==> src/rtl/execute_unit_p_pkg.sv <==
// Shared uop/condition encodings, flag bit positions and the branch condition evaluator.
package exec_pkg;

   localparam logic [4:0] UOP_NOP = 5'd0;
   localparam logic [4:0] UOP_ADD = 5'd1;
   localparam logic [4:0] UOP_SUB = 5'd2;
   localparam logic [4:0] UOP_AND = 5'd3;
   localparam logic [4:0] UOP_ORR = 5'd4;
   localparam logic [4:0] UOP_CMP = 5'd5;
   localparam logic [4:0] UOP_EOR = 5'd6;
   localparam logic [4:0] UOP_MVN = 5'd7;
   localparam logic [4:0] UOP_MOV = 5'd8;
   localparam logic [4:0] UOP_STR = 5'd9;
   localparam logic [4:0] UOP_LDR = 5'd10;
   localparam logic [4:0] UOP_B   = 5'd11;

   localparam logic [3:0] COND_EQ = 4'd0;
   localparam logic [3:0] COND_NE = 4'd1;
   localparam logic [3:0] COND_CS = 4'd2;
   localparam logic [3:0] COND_CC = 4'd3;
   localparam logic [3:0] COND_MI = 4'd4;
   localparam logic [3:0] COND_PL = 4'd5;
   localparam logic [3:0] COND_VS = 4'd6;
   localparam logic [3:0] COND_VC = 4'd7;
   localparam logic [3:0] COND_HI = 4'd8;
   localparam logic [3:0] COND_LS = 4'd9;
   localparam logic [3:0] COND_GE = 4'd10;
   localparam logic [3:0] COND_LT = 4'd11;
   localparam logic [3:0] COND_GT = 4'd12;
   localparam logic [3:0] COND_LE = 4'd13;
   localparam logic [3:0] COND_AL = 4'd14;
   localparam logic [3:0] COND_NV = 4'd15;

   localparam int FLAG_N = 3;
   localparam int FLAG_Z = 2;
   localparam int FLAG_C = 1;
   localparam int FLAG_V = 0;

   typedef enum logic {ST_IDLE, ST_LOAD} ld_state_t;

   function automatic logic cond_pass(input logic [3:0] cond, input logic [3:0] nzcv);
      logic n, z, c, v;
      n = nzcv[FLAG_N];
      z = nzcv[FLAG_Z];
      c = nzcv[FLAG_C];
      v = nzcv[FLAG_V];
      case (cond)
         COND_EQ: return z;
         COND_NE: return !z;
         COND_CS: return c;
         COND_CC: return !c;
         COND_MI: return n;
         COND_PL: return !n;
         COND_VS: return v;
         COND_VC: return !v;
         COND_HI: return c && !z;
         COND_LS: return !c || z;
         COND_GE: return n == v;
         COND_LT: return n != v;
         COND_GT: return !z && (n == v);
         COND_LE: return z || (n != v);
         COND_AL: return 1'b1;
         default: return 1'b0;
      endcase
   endfunction

endpackage

==> src/rtl/execute_unit_p_if.sv <==
// Decode-to-execute uop bus plus the branch/flush/flag results returned towards fetch.
interface execute_unit_p_if #(parameter int DATA_W = 32, parameter int SEL_W = 4);
   logic              in_valid;
   logic              in_ready;
   logic              num_to_rhs;
   logic [DATA_W-1:0] num;
   logic [SEL_W-1:0]  sel_p0;
   logic [SEL_W-1:0]  sel_p1;
   logic [SEL_W-1:0]  sel_in;
   logic [4:0]        uop;
   logic [3:0]        branch_cond;
   logic              global_disable;
   logic [DATA_W-1:0] delta_instruction;
   logic              branch_taken;
   logic [3:0]        flags;

   modport master (
      output in_valid, num_to_rhs, num, sel_p0, sel_p1, sel_in, uop, branch_cond,
      input  in_ready, global_disable, delta_instruction, branch_taken, flags
   );

   modport slave (
      input  in_valid, num_to_rhs, num, sel_p0, sel_p1, sel_in, uop, branch_cond,
      output in_ready, global_disable, delta_instruction, branch_taken, flags
   );
endinterface

==> src/rtl/execute_unit_p_alu.sv <==
// Combinational ALU: result and NZCV for one uop; C on subtract means "no borrow".
module exec_alu_p
   import exec_pkg::*;
#(
   parameter int DATA_W = 32
) (
   input  logic [4:0]        i_uop,
   input  logic [DATA_W-1:0] i_lhs,
   input  logic [DATA_W-1:0] i_rhs,
   output logic [DATA_W-1:0] o_result,
   output logic [3:0]        o_nzcv
);
   logic [DATA_W:0] w_sum;
   logic [DATA_W:0] w_diff;
   logic            w_c;
   logic            w_v;

   assign w_sum  = {1'b0, i_lhs} + {1'b0, i_rhs};
   assign w_diff = {1'b0, i_lhs} - {1'b0, i_rhs};

   always_comb begin
      o_result = '0;
      w_c      = 1'b0;
      w_v      = 1'b0;
      case (i_uop)
         UOP_ADD: begin
            o_result = w_sum[DATA_W-1:0];
            w_c      = w_sum[DATA_W];
            w_v      = (i_lhs[DATA_W-1] == i_rhs[DATA_W-1]) && (w_sum[DATA_W-1] != i_lhs[DATA_W-1]);
         end
         UOP_SUB, UOP_CMP: begin
            o_result = w_diff[DATA_W-1:0];
            w_c      = !w_diff[DATA_W];
            w_v      = (i_lhs[DATA_W-1] != i_rhs[DATA_W-1]) && (w_diff[DATA_W-1] != i_lhs[DATA_W-1]);
         end
         UOP_AND: o_result = i_lhs & i_rhs;
         UOP_ORR: o_result = i_lhs | i_rhs;
         UOP_EOR: o_result = i_lhs ^ i_rhs;
         UOP_MVN: o_result = ~i_rhs;
         UOP_MOV: o_result = i_rhs;
         default: o_result = '0;
      endcase
   end

   assign o_nzcv = {o_result[DATA_W-1], (o_result == '0), w_c, w_v};
endmodule

==> src/rtl/execute_unit_p.sv <==
// Execute stage: register file, NZCV, data memory; 2-cycle LDR stalls in_ready, taken B opens a squash window.
module execute_unit_p
   import exec_pkg::*;
#(
   parameter int DATA_W       = 32,
   parameter int NREGS        = 16,
   parameter int MEM_WORDS    = 64,
   parameter int FLUSH_CYCLES = 2,
   parameter int FLAGS_ON_ALU = 0
) (
   input  logic clk,
   input  logic rst,
   execute_unit_p_if.slave bus
);
   localparam int SEL_W  = $clog2(NREGS);
   localparam int ADDR_W = $clog2(MEM_WORDS);
   localparam int CNT_W  = $clog2(FLUSH_CYCLES + 1);

   logic [DATA_W-1:0] r_regs [NREGS];
   logic [DATA_W-1:0] r_mem  [MEM_WORDS];
   logic [DATA_W-1:0] r_rd_dat;
   logic [SEL_W-1:0]  r_ld_dst;
   logic [3:0]        r_flags;
   logic [CNT_W-1:0]  r_flush_cnt;
   logic              r_branch_taken;
   logic [DATA_W-1:0] r_delta;
   ld_state_t         r_state;
   ld_state_t         w_state_nxt;

   logic              w_accept;
   logic              w_exec;
   logic [DATA_W-1:0] w_p0;
   logic [DATA_W-1:0] w_p1;
   logic [DATA_W-1:0] w_rhs;
   logic [ADDR_W-1:0] w_addr;
   logic [DATA_W-1:0] w_alu_res;
   logic [3:0]        w_alu_nzcv;
   logic              w_wr_reg;
   logic              w_wr_flags;
   logic              w_take;

   assign w_accept = bus.in_valid && bus.in_ready;
   // Anything accepted while the flush counter runs is dropped on the floor.
   assign w_exec   = w_accept && (r_flush_cnt == '0);

   assign w_p0   = r_regs[bus.sel_p0];
   assign w_p1   = r_regs[bus.sel_p1];
   assign w_rhs  = (bus.uop == UOP_MOV && !bus.num_to_rhs) ? w_p0 :
                   (bus.num_to_rhs ? bus.num : w_p1);
   assign w_addr = w_p1[ADDR_W-1:0] + (bus.num_to_rhs ? bus.num[ADDR_W-1:0] : '0);

   exec_alu_p #(.DATA_W(DATA_W)) u_alu (
      .i_uop    (bus.uop),
      .i_lhs    (w_p0),
      .i_rhs    (w_rhs),
      .o_result (w_alu_res),
      .o_nzcv   (w_alu_nzcv)
   );

   assign w_wr_reg   = w_exec && (bus.uop inside {UOP_ADD, UOP_SUB, UOP_AND, UOP_ORR,
                                                  UOP_EOR, UOP_MVN, UOP_MOV});
   assign w_wr_flags = w_exec && ((bus.uop == UOP_CMP) ||
                       ((FLAGS_ON_ALU != 0) && (bus.uop == UOP_ADD || bus.uop == UOP_SUB)));
   assign w_take     = w_exec && (bus.uop == UOP_B) && cond_pass(bus.branch_cond, r_flags);

   always_comb begin
      w_state_nxt = r_state;
      case (r_state)
         ST_IDLE: if (w_exec && bus.uop == UOP_LDR) w_state_nxt = ST_LOAD;
         ST_LOAD: w_state_nxt = ST_IDLE;
         default: w_state_nxt = ST_IDLE;
      endcase
   end

   always_ff @(posedge clk) begin
      if (rst) r_state <= ST_IDLE;
      else     r_state <= w_state_nxt;
   end

   always_ff @(posedge clk) begin
      if (rst) begin
         for (int i = 0; i < NREGS; i++) r_regs[i] <= '0;
         r_flags        <= '0;
         r_flush_cnt    <= '0;
         r_branch_taken <= 1'b0;
         r_delta        <= '0;
         r_ld_dst       <= '0;
      end else begin
         if (w_wr_reg)            r_regs[bus.sel_in] <= w_alu_res;
         if (r_state == ST_LOAD)  r_regs[r_ld_dst]   <= r_rd_dat;
         if (w_exec && bus.uop == UOP_LDR) r_ld_dst  <= bus.sel_in;
         if (w_wr_flags)          r_flags            <= w_alu_nzcv;
         r_branch_taken <= w_take;
         r_delta        <= w_take ? bus.num : '0;
         if (w_take)                  r_flush_cnt <= CNT_W'(FLUSH_CYCLES);
         else if (r_flush_cnt != '0)  r_flush_cnt <= r_flush_cnt - CNT_W'(1);
      end
   end

   // Data memory keeps its contents across reset.
   always_ff @(posedge clk) begin
      if (w_exec && bus.uop == UOP_STR) r_mem[w_addr] <= w_p0;
      if (w_exec && bus.uop == UOP_LDR) r_rd_dat      <= r_mem[w_addr];
   end

   assign bus.in_ready          = (r_state == ST_IDLE);
   assign bus.global_disable    = (r_flush_cnt != '0);
   assign bus.branch_taken      = r_branch_taken;
   assign bus.delta_instruction = r_delta;
   assign bus.flags             = r_flags;
endmodule

==> src/flat_wrapper.sv <==
// flat-port wrapper written by rule: the top's interface ports become plain ports
module execute_unit_p_flat import exec_pkg::*;
#(
   parameter int DATA_W       = 32,
   parameter int NREGS        = 16,
   parameter int MEM_WORDS    = 64,
   parameter int FLUSH_CYCLES = 2,
   parameter int FLAGS_ON_ALU = 0
)
  (clk, rst, bus_in_valid, bus_num_to_rhs, bus_num, bus_sel_p0, bus_sel_p1, bus_sel_in, bus_uop, bus_branch_cond, bus_in_ready, bus_global_disable, bus_delta_instruction, bus_branch_taken, bus_flags);
  execute_unit_p_if #(.DATA_W(DATA_W), .SEL_W(4)) bus_i ();
  input  logic clk;
  input  logic rst;
  input wire logic [$bits(bus_i.in_valid)-1:0] bus_in_valid;
  input wire logic [$bits(bus_i.num_to_rhs)-1:0] bus_num_to_rhs;
  input wire logic [$bits(bus_i.num)-1:0] bus_num;
  input wire logic [$bits(bus_i.sel_p0)-1:0] bus_sel_p0;
  input wire logic [$bits(bus_i.sel_p1)-1:0] bus_sel_p1;
  input wire logic [$bits(bus_i.sel_in)-1:0] bus_sel_in;
  input wire logic [$bits(bus_i.uop)-1:0] bus_uop;
  input wire logic [$bits(bus_i.branch_cond)-1:0] bus_branch_cond;
  output wire logic [$bits(bus_i.in_ready)-1:0] bus_in_ready;
  output wire logic [$bits(bus_i.global_disable)-1:0] bus_global_disable;
  output wire logic [$bits(bus_i.delta_instruction)-1:0] bus_delta_instruction;
  output wire logic [$bits(bus_i.branch_taken)-1:0] bus_branch_taken;
  output wire logic [$bits(bus_i.flags)-1:0] bus_flags;
  assign bus_i.in_valid = bus_in_valid;
  assign bus_i.num_to_rhs = bus_num_to_rhs;
  assign bus_i.num = bus_num;
  assign bus_i.sel_p0 = bus_sel_p0;
  assign bus_i.sel_p1 = bus_sel_p1;
  assign bus_i.sel_in = bus_sel_in;
  assign bus_i.uop = bus_uop;
  assign bus_i.branch_cond = bus_branch_cond;
  assign bus_in_ready = bus_i.in_ready;
  assign bus_global_disable = bus_i.global_disable;
  assign bus_delta_instruction = bus_i.delta_instruction;
  assign bus_branch_taken = bus_i.branch_taken;
  assign bus_flags = bus_i.flags;
  execute_unit_p #(.DATA_W(DATA_W), .NREGS(NREGS), .MEM_WORDS(MEM_WORDS), .FLUSH_CYCLES(FLUSH_CYCLES), .FLAGS_ON_ALU(FLAGS_ON_ALU)) u_core (.clk(clk), .rst(rst), .bus(bus_i));
endmodule
==> config.mk <==
export PLATFORM = sky130hd
export DESIGN_NAME = execute_unit_p_flat
export DESIGN_NICKNAME = d
export VERILOG_FILES = /design/src/rtl/execute_unit_p_pkg.sv /design/src/rtl/execute_unit_p_if.sv /design/src/rtl/execute_unit_p_alu.sv /design/src/rtl/execute_unit_p.sv /design/src/flat_wrapper.sv
export SDC_FILE = /design/constraint.sdc
export NUM_CORES = 2
export LEC_CHECK = 0
export ABC_CLOCK_PERIOD_IN_PS = 10400
export BUFFER_PORTS_ARGS = -buffer_cell sky130_fd_sc_hd__buf_4
export CAP_MARGIN = 30
export CORE_ASPECT_RATIO = 0.75
export CORE_UTILIZATION = 44
export CTS_BUF_LIST = sky130_fd_sc_hd__clkbuf_16
export DETAILED_ROUTE_END_ITERATION = 12
export PLACE_DENSITY = 0.66
export SLEW_MARGIN = 5
export SYNTH_ARGS = -nofsm -noshare
export SYNTH_HDL_FRONTEND = slang
export SYNTH_HIERARCHICAL = 1
export SYNTH_SLANG_ARGS = --single-unit
==> constraint.sdc <==
create_clock -name clk -period 10.4 [get_ports clk]
set_input_delay 1.56 -clock clk [delete_from_list [all_inputs] [get_ports clk]]
set_output_delay 1.56 -clock clk [all_outputs]
set_load 0.02 [all_outputs]
# After elaboration in Yosys (flattened, before gate mapping)

Memories as Yosys holds them, arrays and structs flattened. A register that Yosys moved wholly into a read port is not among the register bits.
Index checks and enable logic that the tools add are counted.

Register bits after elaboration: 44
Latch bits: 0
Memory bits (writable): 2560
ROM bits: 0
Output and inout bits: 39
Word-level logic and storage cells: 109
Memories: 2

Memory list:

| memory        | words | width | rd ports | clocked after memory_dff | write ports | line                 | text |
|---|---|---|---|---|---|---|---|
| u_core.r_mem  | 64    | 32    | 1        | 1                        | 1           | execute_unit_p.sv:20 | `logic [DATA_W-1:0] r_mem [MEM_WORDS];` |
| u_core.r_regs | 16    | 32    | 2        | 0                        | 16          | execute_unit_p.sv:19 | `logic [DATA_W-1:0] r_regs [NREGS];` |

$add $sub $neg: 4
Multiply operators: 0
Divide/modulo/power cells: 0
Magnitude comparators: 0
Equality and inequality tests: 31
Shifts and indexed selects: 0
Muxes and demuxes: 27
Bitwise operators: 6
Reductions and logical operators: 32

Operator list:

| cell                                                                   | count |
|---|---|
| 32-bit case mux with 7 select lines                                    | 1 |
| 32-bit 2-to-1 mux                                                      | 4 |
| 32-bit OR reduction                                                    | 2 |
| 32-bit by 32-bit adder with 33-bit output                              | 1 |
| 32-bit by 32-bit subtractor with 33-bit output                         | 1 |
| 32-bit bitwise AND                                                     | 1 |
| 32-bit logical NOT                                                     | 1 |
| 32-bit inverter                                                        | 1 |
| 32-bit OR                                                              | 1 |
| 32-bit bitwise XOR                                                     | 1 |
| 4-bit equality test (second input constant)                            | 7 |
| 5-bit by 3-bit equality test with 1-bit output (second input constant) | 4 |
| 5-bit by 4-bit equality test with 1-bit output (second input constant) | 4 |
| 4-bit by 3-bit equality test with 1-bit output (second input constant) | 4 |
| 1-bit case mux with 15 select lines                                    | 1 |
| 1-bit logical AND                                                      | 13 |
| 1-bit 2-to-1 mux                                                       | 13 |
| 5-bit by 2-bit equality test with 1-bit output (second input constant) | 2 |
| 4-bit by 2-bit equality test with 1-bit output (second input constant) | 2 |
| 4-bit 2-to-1 mux                                                       | 2 |
| 7-bit nonzero test                                                     | 1 |
| 6-bit adder                                                            | 1 |
| 1-bit logical NOT                                                      | 6 |
| 6-bit 2-to-1 mux                                                       | 1 |
| 13 further kinds                                                       | 25 |

# Logic depth before layout (Yosys ltp)

Word-level depth: 10
Depth in mapped cells: 24
Depth with buffers taken out: 20

# Modules after synthesis

Netlist, hierarchy kept.

Modules (own cells, without submodules):

| module         | instances | cells each | area an instance (um2) | sequential area each (um2) |
|---|---|---|---|---|
| execute_unit_p | 1         | 6538       | 108769.3               | 78715.5 |
| exec_alu_p     | 1         | 1016       | 6467.5                 | 0.0 |

# Worst setup path after synthesis

No wires, ideal clock.

Path type: input port to flip-flop
Start point: input bus_sel_p0[0]
End point: register u_core.r_flags[2], in the netlist u_core/bus.flags[2]
Library setup time: 0.065 ns
Arrival: 8.160 ns
Required time: 10.335 ns
Path slack: 2.175 ns
Stages on the path: 22
Buffers on the path: 2
Cells stage by stage: clkbuf_1 > buf_2 > mux4_2 > mux4_2 > mux2i_1 > o21bai_1 > ha_1 > inv_1 > fa_1 > nor2b_1 > o221ai_1 > a2111oi_0 > nor3_1 > or4_1 > a21oi_1 > or4b_1 > or4_1 > or4_1 > or4_1 > nor3_2 > mux2i_1 > nor2_1

Longest elaborated chain between the ends: 5
Elaborated cells between the ends (all ways): 10
Those cells by class: add/sub: 2; mux: 2; bitwise: 4; reduce/logical: 1; memory: 1

Ends and longest elaborated chain:

| what                                                                         | line                     | text |
|---|---|---|
| start: declaration                                                           | flat_wrapper.sv:17       | `input wire logic [$bits(bus_i.sel_p0)-1:0] bus_sel_p0;` |
| memory read 16 x 32 bit *                                                    | --                       |  |
| net u_core.w_p0[0]                                                           | execute_unit_p.sv:32     | `logic [DATA_W-1:0] w_p0;` |
| 32-bit 2-to-1 mux *                                                          | execute_unit_p.sv:48     | `assign w_rhs = (bus.uop == UOP_MOV && !bus.num_to_rhs) ? w_p0 :` |
| net u_core.w_rhs[0]                                                          | execute_unit_p.sv:34     | `logic [DATA_W-1:0] w_rhs;` |
| 32-bit by 32-bit subtractor with 33-bit output, or another cell as far along | execute_unit_p_alu.sv:19 | `assign w_diff = {1'b0, i_lhs} - {1'b0, i_rhs};` |
| 32-bit case mux with 7 select lines *                                        | execute_unit_p_alu.sv:25 | `case (i_uop)` |
| 32-bit logical NOT *                                                         | execute_unit_p_alu.sv:45 | `assign o_nzcv = {o_result[DATA_W-1], (o_result == '0), w_c, w_v};` |
| net u_core.w_alu_nzcv[2]                                                     | execute_unit_p.sv:37     | `logic [3:0] w_alu_nzcv;` |
| end signal: assignment                                                       | execute_unit_p.sv:92     | `if (w_wr_flags) r_flags <= w_alu_nzcv;` |
| end: declaration                                                             | execute_unit_p.sv:23     | `logic [3:0] r_flags;` |

Mark *: on every way through the listed nets, which the timed path passes. The rest lies on a longest branch.
A chain may end at the register's enable or synchronous reset.

# Worst setup path after layout

Same ends and word-level chain as after synthesis.

==> impl_summary.md <==
Global route
The pin count of the biggest net entering global routing is between 100 and 150. The initial antenna violation count is 26. The aggregate global routing overflow is 0.

The first global-routing pass estimated 549.7 mm of wire. The number of global-route vias before repair is between 70000 and 80000. The global routing usage summed across all routing layers is about 30%.

Drt
The number of antenna-violating nets in the routed design is 0. After detailed routing, the number of remaining DRC violations is 0. The via count is around 76000.

The wire length per cell is 34.71 microns. The final wirelength is ~400 mm. The first detailed-routing pass ran for 9 iterations. After detailed routing, the number of vias per cell comes to ~6.7. After the first detailed-routing iteration, the DRC count stood at ~14000.

Final layout
Relative to the synthesized area, the layout overhead comes to 12.87%. Of the cells placed in the final design, the portion with a size suffix greater than 1 is 19.00%. At the end of the flow, the number of nets in the layout was 7867.

Leaving out fill and tap cells, the most frequent cells in the layout are sky130_fd_sc_hd__edfxtp_1, sky130_fd_sc_hd__nor2_1, sky130_fd_sc_hd__nand2_1. Excluding fillers, the count of instances in the completed layout stands at approximately 11000. The library cell used most frequently in the layout, excluding fill and tap cells, is sky130_fd_sc_hd__edfxtp_1.

Yosys
The area fraction in compound gates after synthesis is between 8 and 9%. The proportion of synthesized flip-flops having asynchronous set or reset is 0%. Multiplexer cells account for between 10% and 20% of the synthesized area. The simple-gate share of the synthesized area is around 7.2%. The most used flip-flop cell after synthesis is sky130_fd_sc_hd__edfxtp_1.

Yosys printed 6 warnings. The count of flip-flops with a built-in enable after synthesis is about 2600. The gate count of the mapped netlist is approximately 7600. The dominant combinational cell family by area after synthesis is multiplexers. Summing the sequential cell areas from Yosys gives 68.31% of the chip area. The netlist uses 91 different library cells.

The mean instance size in the synthesized netlist is around 15 sq um. Counting flops and latches in the post-synthesis netlist gives 2636. The share of the synthesized netlist area taken by xor and xnor gates is less than 1%. The synthesized netlist occupies a cell area of approximately 0.12 sq mm. The post-synthesis adder-cell area fraction is approximately 1.2%. The number of nets handed over by synthesis was just under 8000.

Min path
The type of the worst min-delay path is reg -> reg.

Die
During I/O placement, the number of pins put on the boundary was 96. The die covers around 0.26 sq mm. The initial core utilization is between 40% and 50%. The core area is around 0.26 sq mm. The die span in x is a little under 600 microns.

The number of standard-cell rows in the floorplan is 162. The floorplan die height is ~450 microns.

STA
The measured slew at the worst slew-check pin is 1.192 ns. Setup slack closes at 1.956 ns. Of the available clock period, the critical path in the final layout requires roughly 81%. The number of max-slew violations in the final report is 0. The count of final hold-check violations was 0. Setup repair after global routing left no endpoint under its margin.

Subtracting the final worst setup slack from the clock period gives around 8.4 ns. In this run the tightest slew margin relative to its limit is 20.52%. For the final database, setup skew stands at a little over 0.09 ns. The total negative slack is 0 ns. The tightest hold path in the finished design has a slack of 0.4450 ns.

The final number of setup-violating endpoints is 0. For this run, the top clock speed supported by timing is 0.1184 GHz.

Clock network
The clock sink count is 2636. The TritonCTS clock tree is done. After clock tree synthesis, the clock-pin slew on the worst setup and hold paths is about 0.07 ns. The deepest level of the CTS H-tree is 5.

Clock tree synthesis inserted a total of 266 buffers. The cell sitting at the root of the clock tree is a sky130_fd_sc_hd__clkbuf_16. The clock latency of the later-clocked register in the worst-skew pair is roughly 0.9 ns. Counting along the longest clock path gives a buffer depth of 4.

Post-CTS repair changed the size of 0 cells. The hold buffer count at cts is 0. The number of buffers inserted by post-CTS setup repair is 0.

Placement
The final RePlAce weighted congestion is just over 0.9. The post-placement cell count is roughly 11000. Timing analysis after detailed placement gives a worst setup slack of 1.263 ns. The HPWL after detailed placement is 236.2 mm. The number of buffers added on ports is 95.

Worst setup path
The most critical setup path has its startpoint at bus_sel_p0[0]. Across all register-to-register paths, the minimum setup slack is 2.99 ns. The category of the worst setup path launch point is a primary input. The highest fanout seen on the critical path is 68. For the worst setup path, the data arrival time is around 9.2 ns.

The worst register-to-register path has a depth of 22. STA classifies the critical path endpoint as a flop. The source of the worst register-to-register timing path is u_core/r_regs[13][5]. The capture point of the worst reg-to-reg path is u_core/bus.flags[2].

The critical setup path kind is in -> reg. The peak per-stage delay on the critical path is between 0.7 and 0.8 ns. The required time reported for the critical path endpoint is around 11 ns. Among all stages on the critical path, the largest delay is contributed by sky130_fd_sc_hd__a2111oi_0. The endpoint of the worst setup timing path is u_core/bus.flags[2]. Walking the worst path, the cells encountered are clkbuf_8 -> mux4_2 -> mux4_2 -> buf_4 -> nand2_1 -> o21a_1 -> o21ai_0 -> inv_1 -> ha_1 -> inv_2 -> a2111oi_0 -> a2111oi_0 -> buf_4 -> a21oi_1 -> a21oi_1 -> nor4b_1 -> o21bai_1 -> or4_1 -> or4_1 -> or4_1 -> nor3_2 -> mux2i_1 -> nor2_1. The most numerous cell type found on the critical path is sky130_fd_sc_hd__or4_1.

Outcome
The run finished with clean final reports.

Pwr
The worst-case IR drop observed on VDD is between 0.1 and 0.15 mV. The areal power density over the cells is between 200 and 250 mW/mm^2. For this design the static power due to leakage is around 44 nW.

Job
Across the run, the number of max-cap violations was 0.
-- critical path: cells and delay by family --
| kind | cells | cell delay, ns |
|---|---|---|
| buffers and inverters | 5 | 1.65 |
| multiplexers | 3 | 0.70 |
| adder cells (fa/ha/maj) | 1 | 0.54 |
| AO/OA/AOI/OAI | 7 | 2.25 |
| AND/OR/NAND/NOR | 7 | 2.40 |
-- cell usage after synthesis (24+ instances only) --
cell | number | area (sq um)
sky130_fd_sc_hd__buf_1 | 79 | 296.5
sky130_fd_sc_hd__a311oi_1 | 47 | 411.6
sky130_fd_sc_hd__nand3_1 | 235 | 1176
sky130_fd_sc_hd__a211oi_1 | 36 | 270.3
sky130_fd_sc_hd__a21oi_1 | 304 | 1521
sky130_fd_sc_hd__a221o_1 | 36 | 360.4
sky130_fd_sc_hd__and2_1 | 51 | 319.1
sky130_fd_sc_hd__o22ai_1 | 65 | 406.6
sky130_fd_sc_hd__clkbuf_1 | 309 | 1160
sky130_fd_sc_hd__a221oi_1 | 136 | 1191
sky130_fd_sc_hd__a2111oi_0 | 37 | 324.1
sky130_fd_sc_hd__edfxtp_1 | 2592 | 77830
sky130_fd_sc_hd__mux4_2 | 481 | 10830
sky130_fd_sc_hd__and3_1 | 77 | 481.7
sky130_fd_sc_hd__dfxtp_1 | 44 | 880.8
sky130_fd_sc_hd__buf_2 | 172 | 860.8
sky130_fd_sc_hd__ha_1 | 110 | 1376
sky130_fd_sc_hd__a21o_1 | 24 | 180.2
sky130_fd_sc_hd__a22oi_1 | 43 | 322.8
sky130_fd_sc_hd__o211ai_1 | 77 | 578.1
sky130_fd_sc_hd__a22o_1 | 26 | 227.7
sky130_fd_sc_hd__a31oi_1 | 92 | 575.6
sky130_fd_sc_hd__mux2_2 | 53 | 596.8
sky130_fd_sc_hd__inv_1 | 106 | 397.9
sky130_fd_sc_hd__nand2_1 | 619 | 2323
sky130_fd_sc_hd__o21ai_0 | 234 | 1171
sky130_fd_sc_hd__o221ai_1 | 26 | 227.7
sky130_fd_sc_hd__nor2_1 | 744 | 2793
sky130_fd_sc_hd__nor3_1 | 40 | 200.2
sky130_fd_sc_hd__mux2i_1 | 284 | 2843
-- final cells by class --
type	count	area, sq um
inverters	110	422.9
flip-flops and latches	2636	78720
clock inverters	183	1481
diodes	4	10.01
multi-input cells	4230	34430
clock buffers	276	6907
fillers	21230	130000
well taps	3444	4309
repair buffers	453	3790
-- cells by family (layout without fill, tap and decap cells) --
kind of cell               count (synthesis)  in the layout
and+or+nand+nor                         1905           1905
DFF                                     2636           2636
muxes                                    818            818
other                                      0              4
AOI/OAI and AO/OA                       1382           1382
adders and majority gates                113            113
xor gates and xnor gates                  12             12
buffers and inverters                    688           1022
-- report_power, final --
part           switching (mW)  internal [mW]  total [mW]
combinational            4.29           1.75        6.05
clock                    4.10           5.36        9.47
sequential             0.0448           12.0        12.0
total                    8.44           19.1        27.5
-- state kept, by name (all words and copies together), names as in the netlist --
signal	count
u_core/bus.branch_taken	1
u_core/r_mem	2048
u_core/r_flush_cnt	2
u_core/r_ld_dst	4
u_core/r_regs	512
u_core/bus.flags	4
u_core/r_rd_dat	32
u_core/bus.delta_instruction	32
u_core/r_state	1
-- metrics by stage --
stage          utilization, %  cell area (sq um)  total power [mW]
2_1_floorplan               -             115200             15.38
3_3_place_gp            46.68             121400             17.93
3_5_place_dp            46.73             121500             18.01
4_1_cts                 49.95             129900             27.34
5_1_grt                 50.01             130100             28.12
6_report                50.02             130100             27.53
-- worst min path at each step --
stage	start	endpoint	slack, ns	cells past startpoint
floorplan	u_core/r_flush_cnt[0]	u_core/r_flush_cnt[0]	0.41	1
global placement	u_core/r_flush_cnt[0]	u_core/r_flush_cnt[0]	0.42	1
detailed placement	u_core/r_flush_cnt[0]	u_core/r_flush_cnt[0]	0.43	1
CTS	u_core/r_flush_cnt[0]	u_core/r_flush_cnt[0]	0.44	1
global route	u_core/r_flush_cnt[0]	u_core/r_flush_cnt[0]	0.46	1
finish	u_core/r_flush_cnt[0]	u_core/r_flush_cnt[0]	0.45	1
-- routing by layer --
layer	up-vias	global-route usage [%]	routed length (microns)
met3	885	8.985	61170
li1	30183	-	-
met2	6334	41.17	164800
met4	10	10.63	15910
met5	-	0	227
met1	38711	42.82	151400
(Power assumes the default switching activity.)
